==> src/rtl/led_nios_cpu_oci_trace_packer.sv <==
// Packs SLOTS narrow trace slots into one wide word and queues words in a small FIFO.
// On test_ending: flush partial word, drain FIFO, then raise sticky test_has_ended.
module led_nios_cpu_oci_trace_packer #(
    parameter int SLOT_W     = 10,
    parameter int SLOTS      = 3,
    parameter int CNT_W      = 4,
    parameter int FIFO_DEPTH = 4,
    localparam int W         = SLOT_W * SLOTS
) (
    input  logic             clk,
    input  logic             reset,
    input  logic             slot_valid,
    input  logic [SLOT_W-1:0] slot_data,
    output logic             in_ready,
    input  logic             test_ending,
    output logic             out_valid,
    input  logic             out_ready,
    output logic [W-1:0]     out_data,
    output logic [CNT_W-1:0] out_count,
    output logic [W-1:0]     dct_buffer,
    output logic [CNT_W-1:0] dct_count,
    output logic             test_has_ended,
    output logic             overflow,
    output logic [CNT_W-1:0] drop_count
);
    localparam int PW = $clog2(FIFO_DEPTH);

    typedef enum logic [1:0] {RUN, FLUSH, DRAIN, ENDED} state_t;
    state_t state, state_nxt;

    logic [W-1:0]     mem_data [FIFO_DEPTH];
    logic [CNT_W-1:0] mem_cnt  [FIFO_DEPTH];
    logic [PW:0]      wptr, rptr;

    logic             accept, word_done, empty, full, pop, push, push_ok, drop;
    logic [W-1:0]     push_data;
    logic [CNT_W-1:0] push_cnt;

    // Extra pointer bit distinguishes full from empty when the low bits match.
    assign empty     = (wptr == rptr);
    assign full      = (wptr[PW] != rptr[PW]) && (wptr[PW-1:0] == rptr[PW-1:0]);
    assign out_valid = !empty;
    assign out_data  = empty ? '0 : mem_data[rptr[PW-1:0]];
    assign out_count = empty ? '0 : mem_cnt[rptr[PW-1:0]];
    assign pop       = out_valid && out_ready;

    assign in_ready       = (state == RUN);
    assign test_has_ended = (state == ENDED);
    assign accept         = slot_valid && in_ready;
    assign word_done      = accept && (dct_count == CNT_W'(SLOTS - 1));

    always_comb begin
        push      = 1'b0;
        push_data = '0;
        push_cnt  = '0;
        state_nxt = state;
        case (state)
            RUN: begin
                if (word_done) begin
                    push      = 1'b1;
                    push_data = {dct_buffer[W-SLOT_W-1:0], slot_data};
                    push_cnt  = CNT_W'(SLOTS);
                end
                if (test_ending) state_nxt = FLUSH;
            end
            FLUSH: begin
                // Partial word goes out as-is; unused upper slots are already zero.
                if (dct_count != '0) begin
                    push      = 1'b1;
                    push_data = dct_buffer;
                    push_cnt  = dct_count;
                end
                state_nxt = DRAIN;
            end
            DRAIN: begin
                if (empty) state_nxt = ENDED;
            end
            default: state_nxt = ENDED;
        endcase
    end

    assign push_ok = push && (!full || pop);
    assign drop    = push && !push_ok;

    always_ff @(posedge clk) begin
        if (push_ok) begin
            mem_data[wptr[PW-1:0]] <= push_data;
            mem_cnt[wptr[PW-1:0]]  <= push_cnt;
        end
    end

    always_ff @(posedge clk or posedge reset) begin
        if (reset) begin
            state      <= RUN;
            wptr       <= '0;
            rptr       <= '0;
            dct_buffer <= '0;
            dct_count  <= '0;
            overflow   <= 1'b0;
            drop_count <= '0;
        end else begin
            state <= state_nxt;
            if (push_ok) wptr <= wptr + (PW+1)'(1);
            if (pop)     rptr <= rptr + (PW+1)'(1);
            if (drop) begin
                overflow <= 1'b1;
                if (drop_count != '1) drop_count <= drop_count + 1'b1;
            end
            if (state == FLUSH || word_done) begin
                dct_buffer <= '0;
                dct_count  <= '0;
            end else if (accept) begin
                dct_buffer <= {dct_buffer[W-SLOT_W-1:0], slot_data};
                dct_count  <= dct_count + 1'b1;
            end
        end
    end
endmodule

==> config.mk <==
export PLATFORM = sky130hd
export DESIGN_NAME = led_nios_cpu_oci_trace_packer
export DESIGN_NICKNAME = d
export VERILOG_FILES = /design/src/rtl/led_nios_cpu_oci_trace_packer.sv
export SDC_FILE = /design/constraint.sdc
export NUM_CORES = 1
export LEC_CHECK = 0
export ABC_AREA = 1
export BUFFER_PORTS_ARGS = -buffer_cell sky130_fd_sc_hd__clkbuf_2
export CORE_MARGIN = 3
export CORE_UTILIZATION = 47
export CTS_CLUSTER_DIAMETER = 80
export CTS_CLUSTER_SIZE = 10
export DETAILED_ROUTE_END_ITERATION = 8
export GPL_TIMING_DRIVEN = 0
export HOLD_SLACK_MARGIN = 0.15
export PLACE_DENSITY_LB_ADDON = 0.15
export SETUP_SLACK_MARGIN = 0.5
export SYNTH_ARGS = -nofsm -noshare
export SYNTH_HDL_FRONTEND = slang
export SYNTH_SLANG_ARGS = --single-unit
==> constraint.sdc <==
create_clock -name clk -period 8.6 [get_ports clk]
set_input_delay 1.72 -clock clk [delete_from_list [all_inputs] [get_ports clk]]
set_output_delay 1.72 -clock clk [all_outputs]
set_load 0.1 [all_outputs]
==> summary.txt <==
Final GP Congestion: 0.905
final slew viol count: 0
Final #Nets: 857
syn avg cell area: 10.9 µm²
worst skew pair latency: 0.43 ns
Fin. Hold Viols: 0
initial DRC count: 427
YS warnings: 0
initial antenna violation count: 0
CP max-delay cell: clkbuf_2
number of vias per cell: 5.41
# port buffers: 90
worst min-delay path class: reg2reg
Worst path top cell family by delay: buffers and inverters
die width: 135 µm
Mapped Nets: 743
placed cell count: 1030
Reg2Reg Setup Slack: 6.02 ns
post-route insts no fill: 1062
clock root buffer: clkbuf_16
clock slew at reported path FFs: 0.07 ns
#FFs+latches synth: 183
Mapped Area: 7830 µm²
reg-to-reg critical path startpoint: dct_count[0]
register area share after synthesis: 67.2%
area grow syn2layout: 18.4%
vias: 5741
Row Count: 46
All-Layer GR Usage: 22.0%
Synth Instances: 719
vias in the first global route: 5572
maxcap violations: 0
Die H: 135 µm
Routed WL: 19.5 mm
Pre-antenna DRT Iters: 6
largest net degree at the start of global routing: 35
IO Pins: 91
Netlist cell types: 29
WHS Endpoint: overflow
H-tree lvl count: 4
DR WL/cell: 18.3 µm
Post-CTS Resized: 0
worst reg2reg endpoint: mem_data[0][22]
detailed placement HPWL: 13.8 mm
final setup vio count: 0
CTS tree: done
fraction of layout cells with a size suffix above 1: 20.6%
worst path arrival time: 2.54 ns
clock sinks: 183
Worst Path Required: 6.88 ns
HP Start: overflow
unrepaired setup endpoints after global routing: false
Die Area: 18200 µm²
Setup Skew: 0.0110 ns
grt ovf: 0
ys flop type: edfxtp_1
met3 usage: 4.40%
drt drc: 0
first-pass GRT wire length: 30.4 mm
Max Root-Sink Buffers: 2
Final Cycle Share: 49.5%
CTS Hold Bufs: 0
status: completed
cell area after layout: 9270 µm²
CP Capture Type: primary output
grt met1 use: 30.9%
Hold Path Depth: 1
CP max FO: 10
EDFF count, synth: 136
CP Launch Type: flop
Buf/Inv on CP: 5
GR Layer Usage met2: 35.1%
fmax: 235 MHz
min cycle time layout: 4.26 ns
critical setup path kind: reg2out
reg2reg path depth: 9
worst relative slew slack: 39.7%
CTS Buf Count: 17
starting density of the core: 48.6%
DP Area: 8700 µm²
total negative slack: 0 ns
gr busiest metal: met2
CORE AREA: 16100 µm²
post-CTS setup buffers: 0
CP peak stage delay: 0.44 ns
asr flop ratio synth: 25.7%
n_diodes: 0
worst-margin pin slew: 0.896 ns
crit path cell chain: buf_4 > inv_4 > clkbuf_1 > o21ai_0 > o22ai_1 > nand2_1 > inv_1 > clkbuf_2
post-route ant nets: 0
[kinds of logic after synthesis]
group / count (synthesis) / synth area share [%]
adders and majority gates: 9 / 1.44
and+or+nand+nor: 222 / 12.2
AOI/OAI and AO/OA: 170 / 11.8
buffers and inverters: 130 / 6.89
DFF: 183 / 67.2
xor gates and xnor gates: 5 / 0.559
[synthesized netlist by cell type (all sizes together) (2+ instances only)]
master	number	share of area (%)
ha	9	1.4
xor2	4	0.45
nor2	84	4.3
dfrtp	47	15
clkbuf	16	0.77
nand2	89	4.5
nand3	43	2.9
o21ai	113	7.2
a21oi	2	0.13
inv	89	4.3
nand4	5	0.40
buf	25	1.8
o22ai	53	4.2
edfxtp	136	52
[metrics by stage]
step	utilization (%)	setup slack [ns]	hold slack (ns)
global placement	53.1	2.96	0.437
finish	57.5	4.34	0.463
floorplan	-	4.49	0.495
CTS	57.5	4.33	0.462
global route	57.5	4.20	0.493
detailed placement	54.0	4.79	0.447
[worst max-delay path by stage]
stage          startpoint               to  slack [ns]  cells past startpoint
2_1_floorplan  slot_valid    mem_cnt[3][0]        4.49                      6
3_3_place_gp   slot_valid  mem_data[3][20]        2.96                      7
3_5_place_dp      rptr[1]     out_data[25]        4.79                      8
4_1_cts           rptr[1]     out_data[25]        4.33                      8
5_1_grt           rptr[1]     out_data[25]        4.20                      8
6_report          rptr[1]     out_data[25]        4.34                      8
[flip-flops by register name, indices dropped and copies added, names as in the netlist, 2 cells and up]
name,cells
dct_buffer,30
dct_count,4
drop_count,4
mem_cnt,16
mem_data,120
rptr,3
state,2
wptr,3
[placed cells by master (no fill, tap or decap), types with 18 or more instances in the layout]
| cell | instances |
|---|---|
| inv_1 | 82 |
| edfxtp_1 | 136 |
| o21ai_1 | 32 |
| nand3_1 | 41 |
| o22ai_1 | 53 |
| buf_2 | 19 |
| clkbuf_2 | 90 |
| nor2_1 | 76 |
| nand2_1 | 84 |
| o21ai_0 | 81 |
| dfrtp_1 | 47 |
| clkbuf_16 | 18 |
[per-layer routing]
layer  vias up  share of wire [%]
li1       2709                  -
met5         -                  0
met3        27                6.5
met4         0                1.7
met1      2778                 44
met2       227                 47
[cell type report]
type / count / area, µm²
buffer: 41 / 200
clock buffer: 19 / 464
clock inverter: 13 / 100
fill: 1383 / 6850
inverter: 89 / 339
multi-input combinational: 406 / 2060
sequential: 183 / 5260
tap: 216 / 270
timing repair buffer: 95 / 573
Power is not shown: default switching activity piles up to over one toggle a cycle in this logic, so the estimate is an artifact.
